--- src/rtl/nbt_sram_ctrl.sv ---
// Request-stream initiator for an x36 NBT synchronous SRAM.
// Every accepted request becomes one pin cycle; ZZ sleep is entered after an idle period.
module nbt_sram_ctrl #(
  parameter int A_BITS      = 19,
  parameter int FLOW_THRU   = 0,
  parameter int IDLE_CYCLES = 64,
  parameter int WAKE_CYCLES = 4
) (
  input  logic              HCLK,
  input  logic              HRESET,
  input  logic              req_valid,
  output logic              req_ready,
  input  logic              req_write,
  input  logic [A_BITS-1:0] req_addr,
  input  logic [3:0]        req_be,
  input  logic [35:0]       req_wdata,
  output logic              rsp_valid,
  output logic [35:0]       rsp_rdata,
  output logic [A_BITS-1:0] sram_a,
  output logic [3:0]        sram_nbw,
  output logic              sram_nw,
  output logic              sram_ne1,
  output logic              sram_e2,
  output logic              sram_ne3,
  output logic              sram_ng,
  output logic              sram_adv,
  output logic              sram_ncke,
  output logic              sram_zz,
  output logic              sram_nft,
  output logic              sram_nlbo,
  output logic [35:0]       sram_dq_o,
  output logic              sram_dq_oe,
  input  logic [35:0]       sram_dq_i
);
  // Handshake: a request transfers on an HCLK rise where req_valid && req_ready;
  // req_valid/fields must stay stable until then. rsp_valid is a one-cycle pulse with no back-pressure.

  localparam int L  = (FLOW_THRU != 0) ? 1 : 2;
  localparam int IW = (IDLE_CYCLES > 0) ? $clog2(IDLE_CYCLES + 1) : 1;
  localparam int WW = $clog2(WAKE_CYCLES + 1);
  localparam logic [IW-1:0] IDLE_MAX  = IW'(IDLE_CYCLES);
  localparam logic [WW-1:0] WAKE_LAST = WW'((WAKE_CYCLES > 1) ? WAKE_CYCLES - 2 : 0);

  typedef enum logic [1:0] {RUN = 2'd0, SLEEP = 2'd1, WAKE = 2'd2} state_t;

  state_t        state;
  logic [IW-1:0] idleCnt;
  logic [WW-1:0] wakeCnt;
  logic [L:0]    opValid;
  logic [L:0]    opWrite;
  logic [35:0]   opData [L];
  logic          accept;
  logic          pipeEmpty;

  assign accept    = req_valid & req_ready;
  assign pipeEmpty = ~|opValid;

  assign sram_e2   = 1'b1;
  assign sram_ne3  = 1'b0;
  assign sram_adv  = 1'b0;
  assign sram_nft  = (FLOW_THRU == 0);
  assign sram_nlbo = 1'b1;

  always_ff @(posedge HCLK or posedge HRESET) begin
    if (HRESET) begin
      state      <= RUN;
      idleCnt    <= '0;
      wakeCnt    <= '0;
      opValid    <= '0;
      opWrite    <= '0;
      for (int i = 0; i < L; i++) opData[i] <= '0;
      req_ready  <= 1'b1;
      rsp_valid  <= 1'b0;
      rsp_rdata  <= '0;
      sram_a     <= '0;
      sram_nbw   <= 4'hF;
      sram_nw    <= 1'b1;
      sram_ne1   <= 1'b1;
      sram_ng    <= 1'b1;
      sram_ncke  <= 1'b0;
      sram_zz    <= 1'b0;
      sram_dq_o  <= '0;
      sram_dq_oe <= 1'b0;
    end else begin
      // Stage i holds the op issued i cycles ago; stage L-1 drives write data, stage L captures reads.
      opValid   <= {opValid[L-1:0], accept};
      opWrite   <= {opWrite[L-1:0], req_write};
      opData[0] <= req_wdata;
      for (int i = 1; i < L; i++) opData[i] <= opData[i-1];

      sram_dq_oe <= opValid[L-1] & opWrite[L-1];
      sram_dq_o  <= opData[L-1];
      rsp_valid  <= opValid[L] & ~opWrite[L];
      if (opValid[L] && !opWrite[L]) rsp_rdata <= sram_dq_i;

      if (accept) sram_a <= req_addr;
      sram_ne1 <= ~accept;
      sram_nw  <= ~(accept & req_write);
      sram_nbw <= (accept && req_write) ? ~req_be : 4'hF;

      case (state)
        RUN: begin
          if (accept)                   idleCnt <= '0;
          else if (idleCnt != IDLE_MAX) idleCnt <= idleCnt + 1'b1;
          // An accept on the threshold edge keeps the controller awake.
          if (IDLE_CYCLES != 0 && !accept && idleCnt == IDLE_MAX && pipeEmpty) begin
            state     <= SLEEP;
            req_ready <= 1'b0;
            sram_zz   <= 1'b1;
            sram_ncke <= 1'b1;
            sram_ng   <= 1'b1;
          end else begin
            req_ready <= 1'b1;
            sram_ng   <= 1'b0;
          end
        end
        SLEEP: begin
          if (req_valid) begin
            sram_zz   <= 1'b0;
            sram_ncke <= 1'b0;
            wakeCnt   <= '0;
            if (WAKE_CYCLES <= 1) begin
              state     <= RUN;
              req_ready <= 1'b1;
              sram_ng   <= 1'b0;
              idleCnt   <= '0;
            end else begin
              state <= WAKE;
            end
          end
        end
        WAKE: begin
          if (wakeCnt == WAKE_LAST) begin
            state     <= RUN;
            req_ready <= 1'b1;
            sram_ng   <= 1'b0;
            idleCnt   <= '0;
          end else begin
            wakeCnt <= wakeCnt + 1'b1;
          end
        end
        default: state <= RUN;
      endcase
    end
  end
endmodule
--- config.mk ---
export PLATFORM = sky130hd
export DESIGN_NAME = nbt_sram_ctrl
export DESIGN_NICKNAME = d
export VERILOG_FILES = /design/src/rtl/nbt_sram_ctrl.sv
export SDC_FILE = /design/constraint.sdc
export NUM_CORES = 1
export LEC_CHECK = 0
export ABC_AREA = 0
export CORE_MARGIN = 8
export CORE_UTILIZATION = 23
export CTS_CLUSTER_DIAMETER = 150
export CTS_CLUSTER_SIZE = 28
export DETAILED_ROUTE_END_ITERATION = 10
export PLACE_DENSITY = 0.48
export SETUP_SLACK_MARGIN = 0.1
export SYNTH_ARGS = -nofsm -noshare
export SYNTH_HDL_FRONTEND = slang
export SYNTH_SLANG_ARGS = --single-unit
--- constraint.sdc ---
create_clock -name HCLK -period 16.81 [get_ports HCLK]
set_clock_uncertainty 0.1 [all_clocks]
set_input_delay 3.362 -clock HCLK [delete_from_list [all_inputs] [get_ports HCLK]]
set_output_delay 3.362 -clock HCLK [all_outputs]
set_load 0.05 [all_outputs]
After elaboration in Yosys (flattened, before gate mapping)
Cells that the tools add are included.
{"block": "word_totals", "output_inout_bits": 108, "regBits": 192, "elab_cells": 76}
{"block": "op_classes", "bitwise_logic": 8, "muxes": 21, "n_eq_ne": 10, "n_addsub": 2, "reduce_logical": 17}
{"operator": "$mux 7", "n": 3}
{"operator": "$pmux 7 s2", "n": 1}
{"operator": "$reduce_and 3->1", "n": 4}
{"operator": "$ne 2x2->1 const B", "n": 4}
{"operator": "$add 7x1->7 const B", "n": 1}
{"operator": "$eq 7x7->1 const B", "n": 1}
{"operator": "$ne 7x7->1 const B", "n": 1}
{"operator": "$mux 1", "n": 6}
{"operator": "$mux 2", "n": 3}
{"operator": "$mux 3", "n": 2}
{"operator": "$pmux 1 s2", "n": 3}
{"operator": "$pmux 2 s3", "n": 1}
{"operator": "$pmux 3 s2", "n": 1}
{"operator": "$reduce_bool 2->1", "n": 3}
{"operator": "$and 1x1->1", "n": 4}
{"operator": "$logic_and 1x1->1", "n": 4}
{"operator": "$mux 4", "n": 1}
{"operator": "$not 4->4", "n": 1}
{"operator": "$add 3x1->3 const B", "n": 1}
{"operator": "$eq 3x2->1 const B", "n": 1}
{"operator": "$logic_not 1->1", "n": 3}
{"operator": "$ne 3x3->1 const B", "n": 1}
{"operator": "$not 1->1", "n": 3}
{"operator": "$reduce_or 3->1", "n": 1}
{"operator": "other kinds (4)", "n": 4}

Logic depth before layout (Yosys ltp)
{"block": "logic_depth", "ltp_word": 6, "depth_mapped": 6, "ltp_nobuf": 6}

Least setup slack after synthesis
OpenSTA, ideal clock, no wires.
{"block": "synth_timing", "path_type": "flip-flop to output port", "startpoint": "reg sram_zz", "endpoint": "out sram_zz", "slack_ps": 12449, "arrival_time_ps": 899, "stages_incl_launch_ff": 2, "path_cell_list": "dfrtp_1 -> buf_4"}
{"element": "start: declaration", "line": "28", "source": "output logic sram_zz,"}
{"element": "start signal: assignment", "line": "81", "source": "sram_zz <= 1'b0;"}
{"element": "start signal: assignment", "line": "109", "source": "sram_zz <= 1'b1;"}
{"element": "start signal: assignment", "line": "119", "source": "sram_zz <= 1'b0;"}
No word-level cell between the ends.

Worst setup path in the final report
{"block": "layout_timing", "startpoint": "reg req_ready", "endpoint": "out req_ready"}
{"element": "start: declaration", "line": "12", "source": "output logic req_ready,"}
{"element": "start signal: assignment", "line": "72", "source": "req_ready <= 1'b1;"}
{"element": "start signal: assignment", "line": "108", "source": "req_ready <= 1'b0;"}
{"element": "start signal: assignment", "line": "113", "source": "req_ready <= 1'b1;"}
No word-level cell between the ends.

==> impl_metrics.py <==
metrics = {
    "synth": {
        "yosys_warnings": 0,
        "synth_top_cell_by_area": "dfrtp_1",
        "muxShareOfSynthArea_pct": 6.96,
        "syn_avg_cell_area_sq_um": 16.1,
        "synth_compound_area_share_pct": 2.90,
        "ys_types": 40,
        "synth_xor_area_share_pct": 0,
        "ys_seq_elements": 192,
        "synth_top_area_share_pct": 76.2,
        "yosys_most_used_dff": "dfrtp_1",
        "syn_inst": 376,
        "ys_seq_area_share_pct": 79.7,
        "synth.top_cells.by_area": "dfrtp_1, mux2_2, nand2_1",
        "synth_edf_count": 0,
        "async_flop_share_pct": 100,
        "synth-simple-area-share_pct": 7.52,
        "synth_fa_ha_area_share_pct": 0.828,
        "synth_area_sq_mm": 0.00604,
        "synth_top_family_by_area": "simple AND/OR/NAND/NOR gates",
    },
    "worst_setup_path": {
        "end_kind": "output port",
        "cp_top_family": "buffers and inverters",
        "path_buf_inv": 1,
        "cp_slowest_cell": "clkdlybuf4s50_1",
        "critPathLaunch": "req_ready$_DFFE_PP1P_",
        "crit_type": "flip-flop to output port",
        "regToRegEndpoint": "idleCnt[0]$_DFFE_PP0P_",
        "path_depth": 1,
        "reg2reg_from": "req_ready$_DFFE_PP1P_",
        "critPathMaxStageDelay_ns": 0.82,
        "cp_max_fo": 5,
        "cp.required_ns": 13.35,
        "r2r_cells": 6,
        "endpoint": "req_ready",
        "arrival_ns": 1.82,
        "crit_path_start_kind": "flip-flop",
        "rrSetupSlack_ns": 14.85,
        "path_cells": "clkdlybuf4s50_1",
    },
    "timing": {
        "max_slew_margin_pct": 27.0,
        "rsz0062_at_grt": "no",
        "period_needed_ns": 5.28,
        "fin_crit_sh_pct": 31.4,
        "setup-tns-final_ns": 0,
        "max_clock_freq_mhz": 189,
        "worstMarginPinSlew_ns": 1.09,
        "setup_viol": 0,
        "fin_ws_ns": 11.53,
        "hold_violations": 0,
        "finalMaxSlewViolations": 0,
    },
    "global_route": {
        "use_met3_pct": 3.22,
        "track_usage_pct": 9.02,
        "grt_pass1_wl_microns": 22000,
        "grt_pass1_vias": 3864,
        "grt_use_met1_pct": 10.5,
        "grt_use_met2_pct": 15.1,
        "grt-ovfl-total": 0,
        "grt_max_degree": 114,
        "globalRoute.busiestLayer": "met2",
        "antenna_found_initial": 0,
    },
    "placed_design": {
        "dp_hpwl_microns": 10100,
        "post_dp_cell_area_sq_mm": 0.00842,
        "pre_cts_slack_ns": 11.12,
        "io_buffers": 201,
        "gp_congestion": 0.707,
        "dpl.cell_count": 902,
    },
    "layout": {
        "mostFrequentLayoutCells": "clkdlybuf4s50_1, dfrtp_1, nand2_1",
        "drive_gt1_share_pct": 16.0,
        "area_growth_pct": 49.9,
        "antenna_cells": 0,
        "layout_commonest_cell": "clkdlybuf4s50_1",
        "final_cell_area_sq_mm": 0.00906,
        "instances_no_fill": 934,
        "fillerInstances": 2508,
        "final_nets": 689,
    },
    "routing": {
        "antenna_left": 0,
        "wirelength_microns": 14200,
        "via_per_inst": 3.80,
        "drcViolationCount": 0,
        "vias": 3545,
        "drt-pass1-iter-count": 4,
        "drtIter0Drc": 198,
        "wl_per_cell_microns": 15.2,
    },
    "power_and_ir_drop": {
        "clockPowerShare_pct": 38.0,
        "p_comb_share_pct": 16.8,
        "peakVddDrop_mv": 0.0488,
        "swShare_pct": 29.1,
        "seqPwrFrac_pct": 45.3,
        "p_per_area_mw_per_mm2": 124,
        "internal_power_mw": 0.795,
        "switching_power_mw": 0.326,
        "p_total_mw": 1.12,
        "leakagePower_nw": 3.94,
    },
    "cts": {
        "cts_resized": 0,
        "postCtsHoldBufs": 0,
        "cts_max_level": 4,
        "cts_buffers": 17,
        "cts-root-buf": "clkbuf_16",
        "cts_tree": "done",
        "cts_buffer_depth": 2,
        "insertion_delay_ns": 0.42,
        "postCtsSetupBuffers": 0,
        "path_clk_slew_ns": 0.08,
        "cts_num_sinks": 192,
    },
    "floorplanning": {
        "coreArea_sq_mm": 0.0259,
        "die_x_microns": 178,
        "die_y_microns": 178,
        "initial_core_util_pct": 23.3,
        "ios": 207,
        "dieArea_sq_mm": 0.0317,
        "rows": 59,
    },
    "min_path": {
        "hold_path_class": "flip-flop to flip-flop",
    },
    "status": {
        "status": "complete, no violations",
    },
    "job": {
        "maxCapViolCount": 0,
    },
}
==> state kept, by name, summed over array words and instances (netlist names) <==
name        count
sram_ng         1
req_ready       1
opWrite         3
state           2
opData         72
sram_dq_o      36
wakeCnt         3
sram_a         19
rsp_valid       1
rsp_rdata      36
idleCnt         7
sram_dq_oe      1
sram_ne1        1
sram_zz         1
sram_nw         1
sram_nbw        4
opValid         3
==> synth_stat cells, types with 2 or more instances <==
| master | number |
|---|---|
| and3_2 | 2 |
| a22o_2 | 4 |
| clkbuf_1 | 4 |
| nor3_1 | 2 |
| nor2_1 | 4 |
| and3_1 | 4 |
| ha_1 | 4 |
| conb_1 | 2 |
| nor2b_1 | 4 |
| buf_4 | 9 |
| dfrtp_1 | 184 |
| dfstp_2 | 8 |
| a21oi_1 | 3 |
| mux2_2 | 36 |
| a22o_1 | 2 |
| nand2_1 | 66 |
| o21ai_0 | 9 |
| inv_1 | 7 |
==> cells by family after synthesis <==
group	after synthesis
AOI/OAI and AO/OA	25
adders and majority gates	4
buffers and inverters	23
DFF	192
muxes	37
other	2
and+or+nand+nor	93
==> through the flow <==
stage	hold slack, ns	util (%)
3_3_place_gp	0.231	32.5
3_5_place_dp	0.235	32.5
2_1_floorplan	0.231	-
4_1_cts	0.246	35.0
5_1_grt	0.247	35.0
6_report	0.242	35.0
==> power groups by stage <==
stage | Combinational (mW) | Clock, mW | Sequential, mW
after global placement | 0.190 | 0 | 0.516
final | 0.188 | 0.425 | 0.507
after detailed placement | 0.191 | 0 | 0.517
after floorplan | 0.0327 | 0 | 0.594
after CTS | 0.192 | 0.445 | 0.508
after global routing | 0.197 | 0.463 | 0.512
==> final cells by class <==
class	instances	area [sq um]	area share, %
tap	335	419	4.63
clock buffer	17	425	4.70
timing repair buffer	203	2030	22.4
sequential	192	4810	53.1
multi-input combinational	164	1130	12.4
inverter	8	37.5	0.414
clock inverter	15	210	2.32
==> routing by layer <==
layer  wire (microns)  share of wire (%)  vias up
met5                0                  0        -
met1             5810                 41     1774
met4              201                1.4        0
li1                 -                  -     1639
met3             1110                7.8       15
met2             7100                 50      117
==> how the worst min path moves through the flow <==
stage	startpoint	endpoint	slack, ns	depth (start not counted)
final	opData[48]$_DFF_PP0_	opData[12]$_DFF_PP0_	0.24	0
after detailed placement	opData[39]$_DFF_PP0_	opData[3]$_DFF_PP0_	0.23	0
after CTS	opData[51]$_DFF_PP0_	opData[15]$_DFF_PP0_	0.25	0
after floorplan	opData[36]$_DFF_PP0_	opData[0]$_DFF_PP0_	0.23	0
after global placement	opData[40]$_DFF_PP0_	opData[4]$_DFF_PP0_	0.23	0
after global routing	opData[48]$_DFF_PP0_	opData[12]$_DFF_PP0_	0.25	0
Power figures use the tool's default switching activity.
